### config.mk
export PLATFORM = sky130hd
export DESIGN_NAME = bcd2bin_seq_flat
export DESIGN_NICKNAME = d
export VERILOG_FILES = /design/src/rtl/bcd_pkg.sv /design/src/rtl/bcd2bin_seq_if.sv /design/src/rtl/bcd_digit_adj_dn.sv /design/src/rtl/bcd2bin_seq.sv /design/src/flat_wrapper.sv
export SDC_FILE = /design/constraint.sdc
export NUM_CORES = 1
export LEC_CHECK = 0
export CORE_MARGIN = 2
export CORE_UTILIZATION = 55
export DETAILED_ROUTE_END_ITERATION = 7
export DONT_BUFFER_PORTS = 1
export HOLD_SLACK_MARGIN = 0.02
export PLACE_DENSITY = 0.75
export SLEW_MARGIN = 15
export SYNTH_ARGS = -nofsm -noshare
export SYNTH_HDL_FRONTEND = slang
export SYNTH_SLANG_ARGS = --single-unit
### constraint.sdc
create_clock -name clk -period 1.4 [get_ports clk]
set_input_delay 0.21 -clock clk [delete_from_list [all_inputs] [get_ports clk]]
set_output_delay 0.21 -clock clk [all_outputs]
set_load 0.01 [all_outputs]
### src/rtl/bcd_pkg.sv
// Shared BCD constants, converter state encoding and digit helper
// for the forward and reverse BCD conversion blocks.
package bcd_pkg;

  localparam int unsigned DIGIT_W = 4;

  localparam logic [DIGIT_W-1:0] BCD_MAX_DIGIT     = 4'd9;
  localparam logic [DIGIT_W-1:0] BCD_ADJ_THRESH_DN = 4'd8;
  localparam logic [DIGIT_W-1:0] BCD_ADJ_VAL       = 4'd3;
  localparam logic [DIGIT_W-1:0] BCD_ADJ_THRESH_UP = 4'd5;

  typedef enum logic [1:0] {
    IDLE  = 2'd0,
    SHIFT = 2'd1,
    DONE  = 2'd2,
    ERRD  = 2'd3
  } state_t;

  function automatic logic digit_is_bcd(input logic [DIGIT_W-1:0] d);
    return (d <= BCD_MAX_DIGIT);
  endfunction

endpackage

### src/rtl/bcd2bin_seq_if.sv
// Start/done handshake and data bus of the sequential BCD-to-binary converter.
interface bcd2bin_seq_if
  import bcd_pkg::*;
#(
  parameter int unsigned DIGITS = 3,
  parameter int unsigned BINW   = 10
);

  logic                        start;
  logic [DIGIT_W*DIGITS-1:0]   bcd_in;
  logic                        ready;
  logic                        busy;
  logic                        done;
  logic                        err;
  logic [BINW-1:0]             bin_out;

  modport master (
    output start, bcd_in,
    input  ready, busy, done, err, bin_out
  );

  modport slave (
    input  start, bcd_in,
    output ready, busy, done, err, bin_out
  );

endinterface

### src/rtl/bcd_digit_adj_dn.sv
// Reverse double-dabble digit cell: subtract 3 when the digit is 8 or more.
module bcd_digit_adj_dn
  import bcd_pkg::*;
(
  input  logic [DIGIT_W-1:0] d,
  output logic [DIGIT_W-1:0] q
);

  // d >= 8 means the subtraction never underflows
  assign q = (d >= BCD_ADJ_THRESH_DN) ? (d - BCD_ADJ_VAL) : d;

endmodule

### src/rtl/bcd2bin_seq.sv
// Sequential BCD-to-binary converter: one right shift plus per-digit
// subtract-3 correction per clock, BINW clocks per conversion.
module bcd2bin_seq
  import bcd_pkg::*;
#(
  parameter int unsigned DIGITS = 3,
  parameter int unsigned BINW   = 10
)(
  input  logic        clk,
  input  logic        rst,
  bcd2bin_seq_if.slave bus
);

  localparam int unsigned BCDW  = DIGIT_W * DIGITS;
  localparam int unsigned CNT_W = (BINW > 1) ? $clog2(BINW) : 1;
  localparam logic [CNT_W-1:0] LAST = CNT_W'(BINW - 1);

  state_t             state_q, state_d;
  logic [BCDW-1:0]    bcd_q, bcd_d;
  logic [BINW-1:0]    bin_q, bin_d;
  logic [CNT_W-1:0]   cnt_q, cnt_d;
  logic [BINW-1:0]    bin_out_q, bin_out_d;
  logic               err_q, err_d;

  logic [BCDW+BINW-1:0] sh_all;
  logic [BCDW-1:0]      sh_bcd;
  logic [BINW-1:0]      sh_bin;
  logic [BCDW-1:0]      adj_bcd;
  logic                 in_valid;

  // The BCD LSB falls into the binary MSB as one concatenated shift
  assign sh_all = {bcd_q, bin_q} >> 1;
  assign sh_bcd = sh_all[BCDW+BINW-1:BINW];
  assign sh_bin = sh_all[BINW-1:0];

  for (genvar g = 0; g < DIGITS; g++) begin : g_adj
    bcd_digit_adj_dn u_adj (
      .d (sh_bcd [g*DIGIT_W +: DIGIT_W]),
      .q (adj_bcd[g*DIGIT_W +: DIGIT_W])
    );
  end

  always_comb begin
    in_valid = 1'b1;
    for (int unsigned i = 0; i < DIGITS; i++) begin
      if (!digit_is_bcd(bus.bcd_in[i*DIGIT_W +: DIGIT_W])) in_valid = 1'b0;
    end
  end

  always_ff @(posedge clk) begin
    if (rst) begin
      state_q   <= IDLE;
      bcd_q     <= '0;
      bin_q     <= '0;
      cnt_q     <= '0;
      bin_out_q <= '0;
      err_q     <= 1'b0;
    end else begin
      state_q   <= state_d;
      bcd_q     <= bcd_d;
      bin_q     <= bin_d;
      cnt_q     <= cnt_d;
      bin_out_q <= bin_out_d;
      err_q     <= err_d;
    end
  end

  always_comb begin
    state_d     = state_q;
    bcd_d       = bcd_q;
    bin_d       = bin_q;
    cnt_d       = cnt_q;
    bin_out_d   = bin_out_q;
    err_d       = err_q;
    bus.ready   = 1'b0;
    bus.busy    = 1'b0;
    bus.done    = 1'b0;
    bus.err     = err_q;
    bus.bin_out = bin_out_q;

    case (state_q)
      IDLE: begin
        bus.ready = 1'b1;
        if (bus.start) begin
          bcd_d = bus.bcd_in;
          bin_d = '0;
          cnt_d = '0;
          err_d = 1'b0;
          if (in_valid) begin
            state_d = SHIFT;
          end else begin
            // Invalid operand: result is forced to zero for the error pulse
            state_d   = ERRD;
            err_d     = 1'b1;
            bin_out_d = '0;
          end
        end
      end
      SHIFT: begin
        bus.busy = 1'b1;
        bcd_d    = adj_bcd;
        bin_d    = sh_bin;
        cnt_d    = cnt_q + 1'b1;
        if (cnt_q == LAST) begin
          bin_out_d = sh_bin;
          state_d   = DONE;
        end
      end
      DONE: begin
        bus.done = 1'b1;
        state_d  = IDLE;
      end
      ERRD: begin
        bus.done = 1'b1;
        state_d  = IDLE;
      end
      default: state_d = IDLE;
    endcase
  end

  // Every decimal weight must have been fully consumed by the last step
  a_bcd_drained: assert property (
    @(posedge clk) disable iff (rst) (state_q == DONE) |-> (bcd_q == '0)
  );

endmodule

### src/flat_wrapper.sv
// flat-port wrapper written by rule: the top's interface ports become plain ports
module bcd2bin_seq_flat import bcd_pkg::*;
#(
  parameter int unsigned DIGITS = 3,
  parameter int unsigned BINW   = 10
)
  (clk, rst, bus_start, bus_bcd_in, bus_ready, bus_busy, bus_done, bus_err, bus_bin_out);
  bcd2bin_seq_if #(.DIGITS(DIGITS), .BINW(BINW)) bus_i ();
  input  logic clk;
  input  logic rst;
  input wire logic [$bits(bus_i.start)-1:0] bus_start;
  input wire logic [$bits(bus_i.bcd_in)-1:0] bus_bcd_in;
  output wire logic [$bits(bus_i.ready)-1:0] bus_ready;
  output wire logic [$bits(bus_i.busy)-1:0] bus_busy;
  output wire logic [$bits(bus_i.done)-1:0] bus_done;
  output wire logic [$bits(bus_i.err)-1:0] bus_err;
  output wire logic [$bits(bus_i.bin_out)-1:0] bus_bin_out;
  assign bus_i.start = bus_start;
  assign bus_i.bcd_in = bus_bcd_in;
  assign bus_ready = bus_i.ready;
  assign bus_busy = bus_i.busy;
  assign bus_done = bus_i.done;
  assign bus_err = bus_i.err;
  assign bus_bin_out = bus_i.bin_out;
  bcd2bin_seq #(.DIGITS(DIGITS), .BINW(BINW)) u_core (.clk(clk), .rst(rst), .bus(bus_i));
endmodule
* After elaboration in Yosys (flattened, before gate mapping)
Cells that the tools add are included.
** Storage, ports and cells
- Output and inout port bits :: 14
- Logic and storage cells :: 54
- Register bits after elaboration :: 39
- Bits of input ports :: 15
** Cells by class
- Mux-type cells :: 24
- Reduce and logical (&&, ||, !) cells :: 7
- Add/subtract/negate cells :: 4
- Equality and inequality tests :: 7
- Order comparisons :: 6
** Operators with widths (number)
- $mux 10 :: 4
- $pmux 10 s2 :: 2
- $pmux 12 s2 :: 1
- $mux 4 :: 4
- $le 4x4->1 const B :: 3
- $mux 12 :: 1
- $ge 4x4->1 const B :: 2
- $pmux 4 s2 :: 1
- $sub 4x2->4 const B :: 2
- $mux 1 :: 7
- $mux 2 :: 3
- $pmux 2 s3 :: 1
- $reduce_and 2->1 :: 3
- $add 4x1->4 const B :: 1
- $eq 2x2->1 const B :: 2
- $eq 4x4->1 const B :: 1
- $ge 3x4->1 const B :: 1
- $ne 2x2->1 const B :: 2
- $reduce_and 4->1 :: 1
- $sub 3x2->4 const B :: 1
- $eq 2x1->1 const B :: 1
- $logic_not 2->1 :: 1
- $ne 2x1->1 const B :: 1
- $reduce_bool 2->1 :: 1
- $reduce_or 2->1 :: 1

* Logic depth before layout (Yosys ltp)
Gate-level depths: netlist (run 1).
- Word-level depth :: 7
- Mapped depth :: 7
- Depth with buffers taken out :: 6

* Modules after synthesis
Synthesis (run 1) repeated with hierarchy kept, for this count alone.
** Second synthesis, totals
- Cells, all modules :: 224
- Area total of the unflattened synthesis :: 1919.3 µm²
** Modules (own cells, without submodules)
- bcd2bin_seq :: area each 1690.4 µm², seq. area each 760.7 µm², cells each 191, times used 1
- bcd_digit_adj_dn :: area each 76.3 µm², seq. area each 0.0 µm², cells each 11, times used 3

* Worst setup path before layout (run 1)
No wires, ideal clock.
- Kind :: reg-to-reg
- Start :: register u_core.state_q[0]
- End :: register u_core.cnt_q[1]
- Required time :: 1.272 ns
- Path slack :: 0.090 ns
- Cell stages (with the launch flop) :: 7
- Library setup time :: 0.128 ns
- Path buffers :: 2
- Arrival :: 1.182 ns
- Clock period less this slack :: 1.310 ns
- Path through :: dfxtp_1 -> buf_6 -> nor2_1 -> nand2_1 -> buf_4 -> a31oi_1 -> nor2_1
** On the way
- Word-level cells in the longest chain between the ends :: 3
** RTL lines
- from (decl) :: RTL line bcd2bin_seq.sv:18 : state_t state_q, state_d;
- from (signal assigned) :: RTL line bcd2bin_seq.sv:59 : state_q <= state_d;
- $eq 2x1->1 / $logic_not 2->1 (equally long branches) :: RTL line bcd2bin_seq.sv:81 : case (state_q)
- $reduce_bool 2->1 (no source line) / $ne 2x2->1 (equally long branches)
- $reduce_and 2->1 (no source line)
- to (signal assigned) :: RTL line bcd2bin_seq.sv:62 : cnt_q <= cnt_d;
- to (decl) :: RTL line bcd2bin_seq.sv:21 : logic [CNT_W-1:0] cnt_q, cnt_d;
Several ways; a longest one is shown, not always the timed one.
A chain may end at the register's enable or synchronous reset.

* Final worst setup path (run 1)
- Start :: register u_core.state_q[0]
- End :: output bus_ready
** On the way
- Word-level cells in the longest chain between the ends :: 2
** RTL lines
- $logic_not 2->1 :: RTL line bcd2bin_seq.sv:81
- $mux 1 :: RTL line bcd2bin_seq.sv:81
- to (decl) :: RTL line flat_wrapper.sv:13 : output wire logic [$bits(bus_i.ready)-1:0] bus_ready;
Every way passes these cells.

==> results.toml, run 1 <==
[global_route]
busiest_layer = "met2"
grt.overflow.total = 0
use_met3_pct = 5.59
use_met1_pct = 26.3
grt_pass1_wl_mm = 6.46
grt_max_degree = 29
grt_use_total_pct = 21.0
grt_pass1_vias = 1387
grt_antenna_before_repair = 0
grt_use_met2_pct = 34.0

[route]
dr_total_vias = 1599
drtIter0Drc = 87
drt-pass1-iter-count = 5
remaining_drc_errors = 0
drtAntennaViolNets = 0
vias_per_cell = 5.42
routedWlPerCell_microns = 13.6
wl_mm = 4.00

[critical_path]
crit_fanout = 9
rrSetupSlack_ps = 50
slowest_delay_ps = 380
cp-start-kind = "flop"
cpMaxStageDelayCell = "dfxtp_4"
criticalPathCategory = "reg -> out"
crit_required_ps = 1190
reg2regPathDepth = 6
cp_common_cell = "buf_4"
r2r_end = "u_core.bcd_q[5]"
r2r-start = "u_core.bcd_q[5]"
critical_path_arrival_ps = 1150
endpoint_kind = "primary output"
crit_chain = "buf_4 -> nor2_4 -> buf_4"

[logic_synthesis]
synth_area_sq_mm = 0.00189
yosysSeqAreaShare_pct = 40.3
synth_cell_types = 31
ys_seq_elements = 38
synth_most_common_cell = "dfxtp_1"
yosys.area.top_type = "dfxtp_1"
synth_ff_type = "dfxtp_1"
synth_edf_count = 0
synthTopCellsByCount = "dfxtp_1 (38), nand2_1 (32), nor2_1 (21)"
avgSynthCellArea_sq_um = 8.51
synth_nets = 243
synth_area_leaders = "dfxtp_1 (40%), nand2b_1 (6.6%), nand2_1 (6.4%)"
syn_inst = 222
yosys_warnings = 0
async_flop_share_pct = 0
synth_top_area_share_pct = 40.3

[pwr]
vdd_drop_max_v = 0.000979
leakagePower_nw = 0.957
p_per_area_mw_per_mm2 = 1130
p_total_mw = 2.63

[place]
dp_hpwl_mm = 2.58
dp_slack_ps = 6.88
port_buffers = 0
placed_area_sq_mm = 0.00198
globalplace.congestion = 0.852

[flow_run]
drv_cap = 0

[outcome]
status = "finished, final reports clean"

[floorplanning]
start_util_pct = 57.1
fp.dieH_microns = 62.6
io_pins = 29
row_count = 21
die_area_sq_mm = 0.00392
die_w_microns = 62.6
core_sq_mm = 0.00331

[cts]
cts-root-buf = "clkbuf_4"
cts_sinks = 38
clock_latency_ps = 360
clk_pin_slew_ps = 120
cts-htree-levels = 2
cts_tree = "done"
cts_inserted_buffers = 5
ctsLongestPathBuffers = 2

[sta]
finalClockSkew_ps = 8.99
rsz0062_at_grt = "yes"
finalCritPeriodShare_pct = 97.1
max_slew_margin_pct = 29.5
hold_viol_final = 0
slew_violations = 0
final.min_clock_period_ps = 1360
fmax_mhz = 736
setup_ws_ps = 41.0
setup_viol = 0
tightestPinTransition_ps = 1060

[worst_hold_path]
hp-start = "rst"
hold_depth = 2
holdPathEnd = "u_core.bus.bin_out[9]"
worstHoldPathType = "in -> reg"

[finish]
drive_above_1_share_pct = 19.3
stdcell_area_sq_mm = 0.00233
fill_cells = 273
synthToLayoutAreaGrowth_pct = 23.2
num_antenna_cells = 0
final_nets = 269
-- power by group --
part           switching (mW)  leakage, nW  internal (mW)
clock network           0.375       0.0585          0.605
logic                   0.233        0.586          0.233
registers              0.0535        0.313           1.13
total                   0.662        0.957           1.96
-- logic make-up after synthesis --
group,Yosys count,share of synthesized area [%]
AO/OA/AOI/OAI,42,14.3
adder cells (fa/ha/maj),6,3.97
XOR/XNOR,5,2.32
buffers and inverters,22,6.56
flip-flops,38,40.3
multiplexers,10,5.30
AND/OR/NAND/NOR,99,27.3
-- cell type report --
type | instances | area, sq um | share of cell area, %
clock inverters | 2 | 60.1 | 2.58
clock buffers | 6 | 51.3 | 2.20
repair buffers | 34 | 309 | 13.3
flip-flops and latches | 38 | 779 | 33.5
multi-input cells | 162 | 1030 | 44.3
inverters | 7 | 38.8 | 1.67
well taps | 46 | 57.6 | 2.47
-- registers in the layout (all words and copies together) (netlist names) --
| register | flops |
|---|---|
| u_core.bcd_q | 12 |
| u_core.bin_q | 9 |
| u_core.bus.bin_out | 10 |
| u_core.bus.err | 1 |
| u_core.cnt_q | 4 |
| u_core.state_q | 2 |
-- placed cells by master, fill, tap and decap left out, drive strengths merged, types with 3 or more instances in the layout --
| master | instances |
|---|---|
| nor2 | 21 |
| a31oi | 4 |
| nand3b | 6 |
| a311oi | 4 |
| nand2b | 21 |
| inv | 6 |
| nand2 | 32 |
| a21oi | 17 |
| dfxtp | 38 |
| a211oi | 3 |
| buf | 25 |
| xor2 | 3 |
| a221oi | 5 |
| dlygate4sd3 | 8 |
| o21ai | 6 |
| ha | 6 |
| mux2i | 10 |
| clkbuf | 6 |
| nand3 | 15 |
-- how the worst max path moves through the flow --
stage                            from                    end  slack, ps  cells past startpoint
finish              u_core.state_q[0]              bus_ready         40                      3
CTS                 u_core.state_q[0]              bus_ready        -40                      3
global placement      u_core.bcd_q[1]        u_core.bcd_q[1]         20                      6
floorplan           u_core.state_q[0]        u_core.cnt_q[1]         90                      6
global route          u_core.cnt_q[1]  u_core.bus.bin_out[5]        -20                      7
detailed placement    u_core.bcd_q[5]        u_core.bcd_q[5]          7                      6
-- worst max-delay path: cells and delay by family (launching register included) --
kind                   cells  cell delay [ps]
buffers and inverters      2              310
and+or+nand+nor            1              100
DFF                        1              380
-- metrics by stage --
step	utilization [%]	hold WS (ps)	instances	setup TNS, ps
finish	70.3	22.6	295	0
global route	70.3	20.1	295	-55.7
CTS	65.9	20.2	285	-68.5
detailed placement	59.9	285	269	0
global placement	59.9	283	269	0
floorplan	-	350	222	0
-- layer usage --
metal,vias to the layer above,routed length [microns]
li1,806,-
met1,737,1800
met2,49,1900
met3,7,239
met4,0,57
met5,-,0
-- what timing repair did --
action,4_1_cts,5_1_grt
hold endpoints to repair,30,2
setup endpoints to repair,6,20
hold buffers,8,1
resized for setup,6,16
pin swaps,0,1
buffers inserted,0,9
Power figures use the tool's default switching activity.
==> run 2: changes to the inputs <==
- CTS_CLUSTER_SIZE: not set -> 12
==> results of run 2 <==
No change in the layout: final DEF, timing and power equal those of run 1.
